[src/rtl/swd_switch_seq_pkg.sv]
// Shared types and constants for the JTAG-to-SWD switch sequencer.
// State encodings, default phase lengths and the default select pattern.
package swd_switch_seq_pkg;

    localparam int          P_PATTERN_BITS    = 16;
    localparam int          P_LINE_RESET_BITS = 56;
    localparam int          P_IDLE_BITS       = 8;
    localparam logic [15:0] P_DEFAULT_PATTERN = 16'he79e;

    typedef enum logic [2:0] {
        ST_IDLE     = 3'd0,
        ST_PRE      = 3'd1,
        ST_SHIFT    = 3'd2,
        ST_POST     = 3'd3,
        ST_IDLE_LOW = 3'd4,
        ST_DONE     = 3'd5
    } swd_state_e;

endpackage

[src/rtl/swd_switch_seq_tck_gen.sv]
// TCK generator: divider counter with a half-period toggle and a bit-end strobe.
// While disabled it holds TCK low with the divider cleared, so enabling starts a low half.
module swd_switch_seq_tck_gen (
    input  logic       usb_clk,
    input  logic       reset_i,
    input  logic       i_en,
    input  logic [7:0] i_div,
    output logic       o_tck,
    output logic       o_fall
);

    logic [7:0] r_cnt;
    logic       r_high;
    logic       w_wrap;

    assign w_wrap = i_en && (r_cnt == i_div);
    // Last cycle of a high half: the bit ends and the next low half starts next cycle.
    assign o_fall = w_wrap && r_high;
    assign o_tck  = r_high;

    always_ff @(posedge usb_clk) begin
        if (reset_i || !i_en) begin
            r_cnt  <= 8'd0;
            r_high <= 1'b0;
        end else if (w_wrap) begin
            r_cnt  <= 8'd0;
            r_high <= ~r_high;
        end else begin
            r_cnt  <= r_cnt + 8'd1;
        end
    end

endmodule

[src/rtl/swd_switch_seq.sv]
// JTAG-to-SWD switch sequencer: line reset, 16-bit select pattern, idle cycles on TCK/TMS.
// Define JTAG_LINE_RESET_EN to include the PRE/POST line-reset phases around the pattern.
module swd_switch_seq
    import swd_switch_seq_pkg::*;
#(
    parameter int pPATTERN_BITS    = P_PATTERN_BITS,
    parameter int pLINE_RESET_BITS = P_LINE_RESET_BITS,
    parameter int pIDLE_BITS       = P_IDLE_BITS
) (
    input  logic                     usb_clk,
    input  logic                     reset_i,
    input  logic                     I_go,
    input  logic [pPATTERN_BITS-1:0] I_pattern,
    input  logic [7:0]               I_clk_div,
    output logic                     O_tck,
    output logic                     O_tms,
    output logic                     O_busy,
    output logic                     O_done,
    output logic [2:0]               O_dbg_state
);

    swd_state_e                r_state;
    swd_state_e                w_next;
    logic [pPATTERN_BITS-1:0]  r_shift;
    logic [7:0]                r_div;
    logic [6:0]                r_bit;
    logic                      r_tms;
    logic                      r_done;
    logic                      w_tck_en;
    logic                      w_step;
    logic                      w_phase_last;
    logic [6:0]                w_last_idx;
    logic                      w_tms_next;
    logic                      w_accept;

    swd_switch_seq_tck_gen u_tck_gen (
        .usb_clk (usb_clk),
        .reset_i (reset_i),
        .i_en    (w_tck_en),
        .i_div   (r_div),
        .o_tck   (O_tck),
        .o_fall  (w_step)
    );

    assign w_tck_en = (r_state == ST_PRE) || (r_state == ST_SHIFT) ||
                      (r_state == ST_POST) || (r_state == ST_IDLE_LOW);
    assign w_accept = (r_state == ST_IDLE) && I_go;
    assign w_phase_last = (r_bit == w_last_idx);

    always_ff @(posedge usb_clk) begin
        if (reset_i) begin
            r_state <= ST_IDLE;
        end else begin
            r_state <= w_next;
        end
    end

    always_comb begin
        w_next     = r_state;
        w_last_idx = 7'd0;
        w_tms_next = r_tms;
        case (r_state)
            ST_IDLE: begin
`ifdef JTAG_LINE_RESET_EN
                if (I_go) w_next = ST_PRE;
`else
                if (I_go) w_next = ST_SHIFT;
`endif
            end
            ST_PRE: begin
                w_last_idx = 7'(pLINE_RESET_BITS - 1);
                w_tms_next = w_phase_last ? r_shift[0] : 1'b1;
                if (w_step && w_phase_last) w_next = ST_SHIFT;
            end
            ST_SHIFT: begin
                w_last_idx = 7'(pPATTERN_BITS - 1);
`ifdef JTAG_LINE_RESET_EN
                w_tms_next = w_phase_last ? 1'b1 : r_shift[1];
                if (w_step && w_phase_last) w_next = ST_POST;
`else
                w_tms_next = w_phase_last ? 1'b0 : r_shift[1];
                if (w_step && w_phase_last) w_next = ST_IDLE_LOW;
`endif
            end
            ST_POST: begin
                w_last_idx = 7'(pLINE_RESET_BITS - 1);
                w_tms_next = !w_phase_last;
                if (w_step && w_phase_last) w_next = ST_IDLE_LOW;
            end
            ST_IDLE_LOW: begin
                w_last_idx = 7'(pIDLE_BITS - 1);
                w_tms_next = 1'b0;
                if (w_step && w_phase_last) w_next = ST_DONE;
            end
            ST_DONE: begin
                // Wait for go to drop so a still-high request cannot restart us.
                if (!I_go) w_next = ST_IDLE;
            end
            default: w_next = ST_IDLE;
        endcase
    end

    always_ff @(posedge usb_clk) begin
        if (reset_i) begin
            r_shift <= '0;
            r_div   <= 8'd0;
            r_bit   <= 7'd0;
            r_tms   <= 1'b1;
            r_done  <= 1'b0;
        end else begin
            r_done <= (r_state == ST_IDLE_LOW) && (w_next == ST_DONE);
            if (w_accept) begin
                r_shift <= I_pattern;
                r_div   <= I_clk_div;
                r_bit   <= 7'd0;
`ifdef JTAG_LINE_RESET_EN
                r_tms   <= 1'b1;
`else
                r_tms   <= I_pattern[0];
`endif
            end else if (w_tck_en && w_step) begin
                // TMS changes together with the TCK falling edge, i.e. at the start of a low half.
                r_tms <= w_tms_next;
                r_bit <= w_phase_last ? 7'd0 : r_bit + 7'd1;
                if (r_state == ST_SHIFT) r_shift <= r_shift >> 1;
            end
        end
    end

    assign O_tms       = r_tms;
    assign O_busy      = w_tck_en;
    assign O_done      = r_done;
    assign O_dbg_state = r_state;

endmodule

[config.mk]
export PLATFORM = sky130hd
export DESIGN_NAME = swd_switch_seq
export DESIGN_NICKNAME = d
export VERILOG_FILES = /design/src/rtl/swd_switch_seq_pkg.sv /design/src/rtl/swd_switch_seq_tck_gen.sv /design/src/rtl/swd_switch_seq.sv
export SDC_FILE = /design/constraint.sdc
export NUM_CORES = 1
export LEC_CHECK = 0
export ABC_AREA = 1
export BUFFER_PORTS_ARGS = -buffer_cell sky130_fd_sc_hd__buf_2
export CAP_MARGIN = 20
export CORE_MARGIN = 4
export CORE_UTILIZATION = 45
export CTS_CLUSTER_SIZE = 16
export DETAILED_ROUTE_END_ITERATION = 10
export MAX_ROUTING_LAYER = met4
export PLACE_DENSITY = 0.65
export SYNTH_ARGS = -nofsm -noshare
export SYNTH_HDL_FRONTEND = slang
export SYNTH_SLANG_ARGS = --single-unit
[constraint.sdc]
create_clock -name usb_clk -period 2 [get_ports usb_clk]
set_input_delay 0.4 -clock usb_clk [delete_from_list [all_inputs] [get_ports usb_clk]]
set_output_delay 0.4 -clock usb_clk [all_outputs]
set_load 0.01 [all_outputs]
==> impl_metrics.ini, run 1 <==
[routing]
drt-wirelength-per-cell_um = 11.1
vias = 2063
drtPass1Iterations = 4
ant_nets = 0
wl_mm = 4.84
via_per_inst = 4.74
drc = 0
drt-initial-drc-count = 131

[global_routing]
grt-busiest-layer = met2
grt_max_degree = 29
grt_pass1_wl_mm = 7.88
grt-ovfl-total = 0
grtUsageMet2_pct = 23.1
use_met1_pct = 22.6
grtUsageTotal_pct = 16.4
met3_usage_pct = 3.63
antenna_found_initial = 0
grt_pass1_vias = 1758

[finish]
synthToLayoutAreaGrowth_pct = 15.7
drive_gt1_share_pct = 19.8
n_antenna_cell = 0
fin_nets = 397
fillerInstances = 506

[synthesis]
muxShareOfSynthArea_pct = 0
seq_area_frac_synth_pct = 39.6
synthCells = 330
synth.distinct_cells = 31
yosysTopAreaCell = dfxtp_1
yosysMostFrequentCell = nand2_1
synth_top_family_by_area = simple AND/OR/NAND/NOR gates
synthTopCellsByCount = nand2_1 (93), dfxtp_1 (45), nor2_1 (42)
synth_edf_count = 0
yosys.area_share.simple_pct = 37.5
async_flop_share_pct = 0
synth_seq_cells = 45
syn_avg_cell_area_um2 = 6.89
synth.cell_area_mm2 = 0.00227
synth_nets = 359
yosys_most_used_dff = dfxtp_1
synthTopCellsByArea = dfxtp_1 (40%), nand2_1 (15%), nor2_1 (6.9%)
synth_compound_area_share_pct = 12.6
ys_warn_count = 0
yosys.area.top_type_share_pct = 39.6
synthXorXnorAreaFrac_pct = 0.771
synth_adder_area_share_pct = 1.10

[floorplanning]
io-pin-count = 34
coreArea_mm2 = 0.00482
fp-row-count = 25
die_y_um = 79.1
chipWidth_um = 79.1
die_area_mm2 = 0.00625
initial_core_util_pct = 47.2

[pwr]
seqPwrFrac_pct = 50.6
p_leak_nw = 1.17
p_per_area_mw_per_mm2 = 733
internal_power_mw = 1.42
peakVddDrop_v = 0.000461
pwr-share-comb_pct = 14.5
power.share.switching_pct = 26.4
power_frac_clock_pct = 35.0
p_switching_mw = 0.508

[placed_design]
dp_slack_ns = 0.162
hpwlAfterDp_mm = 3.56
numPortBuffers = 33
place_congestion = 0.879

[clock_network]
cts_tree = built
postCtsSetupBuffers = 0
cts-buffers-inserted = 5
cts.sinks = 45
cts-root-buf = clkbuf_8
clk_latency_ns = 0.30
cts_max_path_buffers = 2
cts_hold_buf = 0
cts_max_level = 2
clk_pin_slew_ns = 0.08
ctsResizeCount = 0

[critical_path]
cp-end-kind = flop
crit_end = O_done$_SDFF_PP0_
path_cells = nor2_4 -> nand2_2 -> nand2_2 -> nand3_2 -> nor3_4 -> buf_4 -> nand2_1 -> nand3_1 -> nand2_1 -> nand2_1 -> nor2_1
cp_slowest_stage_delay_ns = 0.38
critPathKind = flop to flop
crit_top_cell = nand2_1
critPathRequiredTime_ns = 2.18
r2r_cells = 11
r2r_end = O_done$_SDFF_PP0_
r2r-start = O_dbg_state[1]$_SDFF_PP0_
worst_setup_path_start_kind = flop
cpMaxStageDelayCell = dfxtp_2
path_max_fanout = 8
critPathLaunch = O_dbg_state[1]$_SDFF_PP0_
arrival_ns = 1.96
r2r_slack_ns = 0.23

[sta]
worstMarginPinSlew_ns = 0.434
setup_viol = 0
drv_slew = 0
fin_skew_ns = 0.0106
clock.fmax_mhz = 563
hold_violations = 0
fin_crit_ns = 1.77
tns_ns = 0
rsz0062_at_grt = no
setup_ws_ns = 0.225
period_share_pct = 88.7
maxSlewHeadroom_pct = 71.1

[outcome]
run_status = complete, no violations

[job]
drv_cap = 0

[worst_hold_path]
worstHoldPathType = input pin to flop
## worst min-delay path by stage
stage	slack, ns	startpoint	depth (start not counted)	endpoint
3_5_place_dp	0.46	r_div[4]$_SDFFE_PP0P_	2	r_div[4]$_SDFFE_PP0P_
3_3_place_gp	0.46	r_bit[6]$_SDFFE_PP0P_	2	r_bit[6]$_SDFFE_PP0P_
4_1_cts	0.35	I_pattern[15]	3	r_shift[15]$_SDFFE_PP0P_
5_1_grt	0.37	I_pattern[15]	3	r_shift[15]$_SDFFE_PP0P_
6_report	0.36	I_pattern[15]	3	r_shift[15]$_SDFFE_PP0P_
2_1_floorplan	0.44	u_tck_gen.r_cnt[0]$_SDFF_PP0_	1	u_tck_gen.r_cnt[0]$_SDFF_PP0_
## flip-flops by register name, summed over array words and instances, names as in the netlist
name	count
r_shift	16
r_div	8
u_tck_gen.r_cnt	8
r_bit	7
O_dbg_state	3
O_done	1
O_tms	1
u_tck_gen.o_tck	1
## placed cells by master, fill, tap and decap left out, types with 2 or more instances in the layout
master / count
a21oi_1: 19
a31oi_1: 3
buf_2: 33
buf_4: 6
clkbuf_8: 5
dfxtp_1: 43
dfxtp_2: 2
ha_1: 2
inv_1: 35
nand2_1: 93
nand2_2: 2
nand3_1: 22
nand3_2: 8
nand4_1: 4
nor2_1: 42
nor2_2: 2
nor3_1: 4
nor3b_1: 3
o21ai_0: 9
o21ai_1: 9
o21ai_2: 7
xor2_1: 2
## power groups by stage
stage | combinational [mW] | sequential [mW] | clock [mW]
after global placement | 0.278 | 0.994 | 0
after detailed placement | 0.279 | 0.995 | 0
final | 0.279 | 0.975 | 0.674
after floorplan | 0.209 | 0.991 | 0
after global routing | 0.319 | 0.982 | 0.736
after CTS | 0.280 | 0.974 | 0.688
## area by class of cell
cell class	instances	area [um^2]	share of cell area (%)
Multi-Input combinational cell	240	1190	45.2
Clock buffer	5	68.8	2.62
Clock inverter	2	35.0	1.33
Timing Repair Buffer	39	210	7.99
Tap cell	67	83.8	3.19
Sequential cell	45	903	34.3
Inverter	37	139	5.28
## routing by layer
layer	routed length, um	vias up	share of wire (%)
met2	2100	35	43
met3	172	7	3.6
met4	65	0	1.3
li1	-	1141	-
met5	0	-	0
met1	2510	880	52
## cells by family after synthesis
group | count (synthesis)
xor+xnor | 2
flops | 45
fa+ha+maj | 2
compound gates | 50
buf+inv | 45
simple gates | 186
## worst max-delay path: cells and delay by family (launching register included)
kind	cells	cell delay (ns)
AND/OR/NAND/NOR	10	1.08
flip-flops	1	0.38
buffers and inverters	1	0.19
## per-stage QoR
| step | total power, mW | cells | utilization, % | hold WS [ns] | instance area [um^2] |
|---|---|---|---|---|---|
| 2_1_floorplan | 1.20 | 330 | - | 0.441 | 2270 |
| 3_3_place_gp | 1.27 | 428 | 52.2 | 0.456 | 2510 |
| 3_5_place_dp | 1.27 | 428 | 52.2 | 0.461 | 2510 |
| 4_1_cts | 1.94 | 435 | 54.4 | 0.348 | 2620 |
| 5_1_grt | 2.04 | 435 | 54.6 | 0.372 | 2630 |
| 6_report | 1.93 | 435 | 54.6 | 0.361 | 2630 |
Power figures use the tool's default switching activity.
==> run 2: changes to the inputs <==
- BUFFER_PORTS_ARGS: -buffer_cell sky130_fd_sc_hd__buf_2 -> -buffer_cell sky130_fd_sc_hd__clkbuf_2
==> run 2 against run 1 <==
Die area unchanged; clock-buffer cell count up 1; global-route usage up 0.59 points; register-to-register slack worse by 0.06 ns; non-clock buffer count up 2; first-iteration DRC count down 31%; cell count up 0.69%; critical path depth unchanged; sequential power about the same; wire length up 1.5%; critical path type unchanged; largest cell class unchanged.
==> impl_metrics.ini, run 2 (synthesis gave the netlist of run 1 again) <==
[clock_network]
cts_tree = built
cts_max_level = 2
postCtsSetupBuffers = 0
cts-root-buf = clkbuf_8
clk_latency_ns = 0.30
clk_pin_slew_ns = 0.09
cts.sinks = 45
cts_max_path_buffers = 2
cts-buffers-inserted = 5

[pwr]
p_leak_nw = 1.19
p_per_area_mw_per_mm2 = 745
finalPower_mw = 1.98
peakVddDrop_v = 0.000530

[critical_path]
r2r-start = O_dbg_state[1]$_SDFF_PP0_
r2r_cells = 11
path_cells = nor2_4 -> nand2_2 -> nand2_2 -> nand3_2 -> nor3_4 -> buf_4 -> nand2_1 -> nand3_1 -> nand2_1 -> nand2_1 -> nor2_1
cp-end-kind = flop
arrival_ns = 2.03
critPathKind = flop to flop
crit_end = O_done$_SDFF_PP0_
critPathRequiredTime_ns = 2.19
path_max_fanout = 8
cp_slowest_stage_delay_ns = 0.41
cpMaxStageDelayCell = dfxtp_1
worst_setup_path_start_kind = flop
crit_top_cell = nand2_1
r2r_slack_ns = 0.16
critPathLaunch = O_dbg_state[1]$_SDFF_PP0_
r2r_end = O_done$_SDFF_PP0_

[placed_design]
hpwlAfterDp_mm = 3.71
dp.cells = 430
numPortBuffers = 33
place_congestion = 0.869

[sta]
setup_viol = 0
clock.fmax_mhz = 544
tns_ns = 0
fin_skew_ns = 0.00812
drv_slew = 0
period_share_pct = 91.9
hold_violations = 0
maxSlewHeadroom_pct = 76.4
fin_crit_ns = 1.84
worstMarginPinSlew_ns = 0.352
rsz0062_at_grt = no

[finish]
final_common_cell = nand2_1
n_antenna_cell = 0
drive_gt1_share_pct = 20.2
seq_area_um2 = 902
layout_common_cells = nand2_1 (93), dfxtp_1 (44), nor2_1 (42)
top_register = r_shift
synthToLayoutAreaGrowth_pct = 17.0
final_cells = 438
fillerInstances = 509
fin_nets = 399
largest_register_ffs = 16
top_regs = r_shift (16), r_div (8), u_tck_gen.r_cnt (8)
multi_input_area_mm2 = 0.00119

[worst_hold_path]
worstHoldPathType = input pin to flop

[global_routing]
grt_max_degree = 29
grtUsageTotal_pct = 17.0
grt-ovfl-total = 0
grt_pass1_vias = 1828
antenna_found_initial = 0
grt_pass1_wl_mm = 8.25

[routing]
ant_nets = 0
drtPass1Iterations = 4
drc = 0
via_per_inst = 4.77
drt-initial-drc-count = 91
drt-wirelength-per-cell_um = 11.2
wl_mm = 4.92
vias = 2088

[floorplanning]
fp-row-count = 25
io-pin-count = 34
die_y_um = 79.1
die_area_mm2 = 0.00625
chipWidth_um = 79.1
coreArea_mm2 = 0.00482
initial_core_util_pct = 47.2

[job]
drv_cap = 0

[outcome]
run_status = complete, no violations
==> run 2: cell types whose count changed in the layout (fill, tap and decap cells not counted) <==
| cell | before | now |
|---|---|---|
| buf_2 | 33 | 0 |
| clkbuf_2 | 0 | 33 |
| buf_4 | 6 | 8 |
| clkbuf_8 | 5 | 6 |
| clkinv_2 | 1 | 0 |
| clkinvlp_4 | 0 | 1 |
| dfxtp_1 | 43 | 44 |
| dfxtp_2 | 2 | 1 |
==> run 2: what timing repair did <==
item / in CTS / in global routing
gates resized for setup: 0 / 2
setup endpoints to repair: 0 / 4
hold endpoints to repair: 0 / 0
hold buffers: 0 / 0
==> run 2: metal layers <==
layer	global-route usage, %	routed length, um	vias to the layer above
met3	2.83	220	5
met4	7.04	59	0
met1	23.4	2460	907
met2	24.7	2180	38
li1	-	-	1138
met5	-	0	-
==> run 2: where the power goes <==
group          total, mW  switching (mW)  internal (mW)
registers          0.976          0.0324          0.944
logic              0.283           0.168          0.115
clock network      0.722           0.316          0.406
total               1.98           0.516           1.46
==> run 2: area by class of cell <==
class | count | area share (%)
Timing Repair Buffer | 41 | 8.47
Sequential cell | 45 | 33.9
Clock buffer | 6 | 3.10
Clock inverter | 2 | 1.41
Inverter | 37 | 5.22
Multi-Input combinational cell | 240 | 44.7
Tap cell | 67 | 3.15
==> run 2: worst min-delay path by stage <==
stage	startpoint	end	slack (ns)	depth (start not counted)
4_1_cts	I_pattern[15]	r_shift[15]$_SDFFE_PP0P_	0.33	3
2_1_floorplan	u_tck_gen.r_cnt[0]$_SDFF_PP0_	u_tck_gen.r_cnt[0]$_SDFF_PP0_	0.44	1
3_5_place_dp	r_div[4]$_SDFFE_PP0P_	r_div[4]$_SDFFE_PP0P_	0.46	2
3_3_place_gp	r_bit[6]$_SDFFE_PP0P_	r_bit[6]$_SDFFE_PP0P_	0.45	2
5_1_grt	I_pattern[15]	r_shift[15]$_SDFFE_PP0P_	0.36	3
6_report	I_pattern[15]	r_shift[15]$_SDFFE_PP0P_	0.34	3
==> run 2: metrics by stage <==
step / instance area [um^2] / util, % / hold slack (ns) / setup WS (ns)
global route: 2660 / 55.2 / 0.357 / 0.00988
finish: 2660 / 55.2 / 0.340 / 0.162
floorplan: 2270 / - / 0.441 / 0.203
CTS: 2650 / 55.0 / 0.329 / 0.144
global placement: 2530 / 52.5 / 0.454 / 0.220
detailed placement: 2530 / 52.5 / 0.462 / 0.145
==> run 2: critical path: cells and delay by family, from the launching register on <==
kind          cells  cell delay [ns]
buf+inv           1             0.19
flops             1             0.41
simple gates     10             1.13
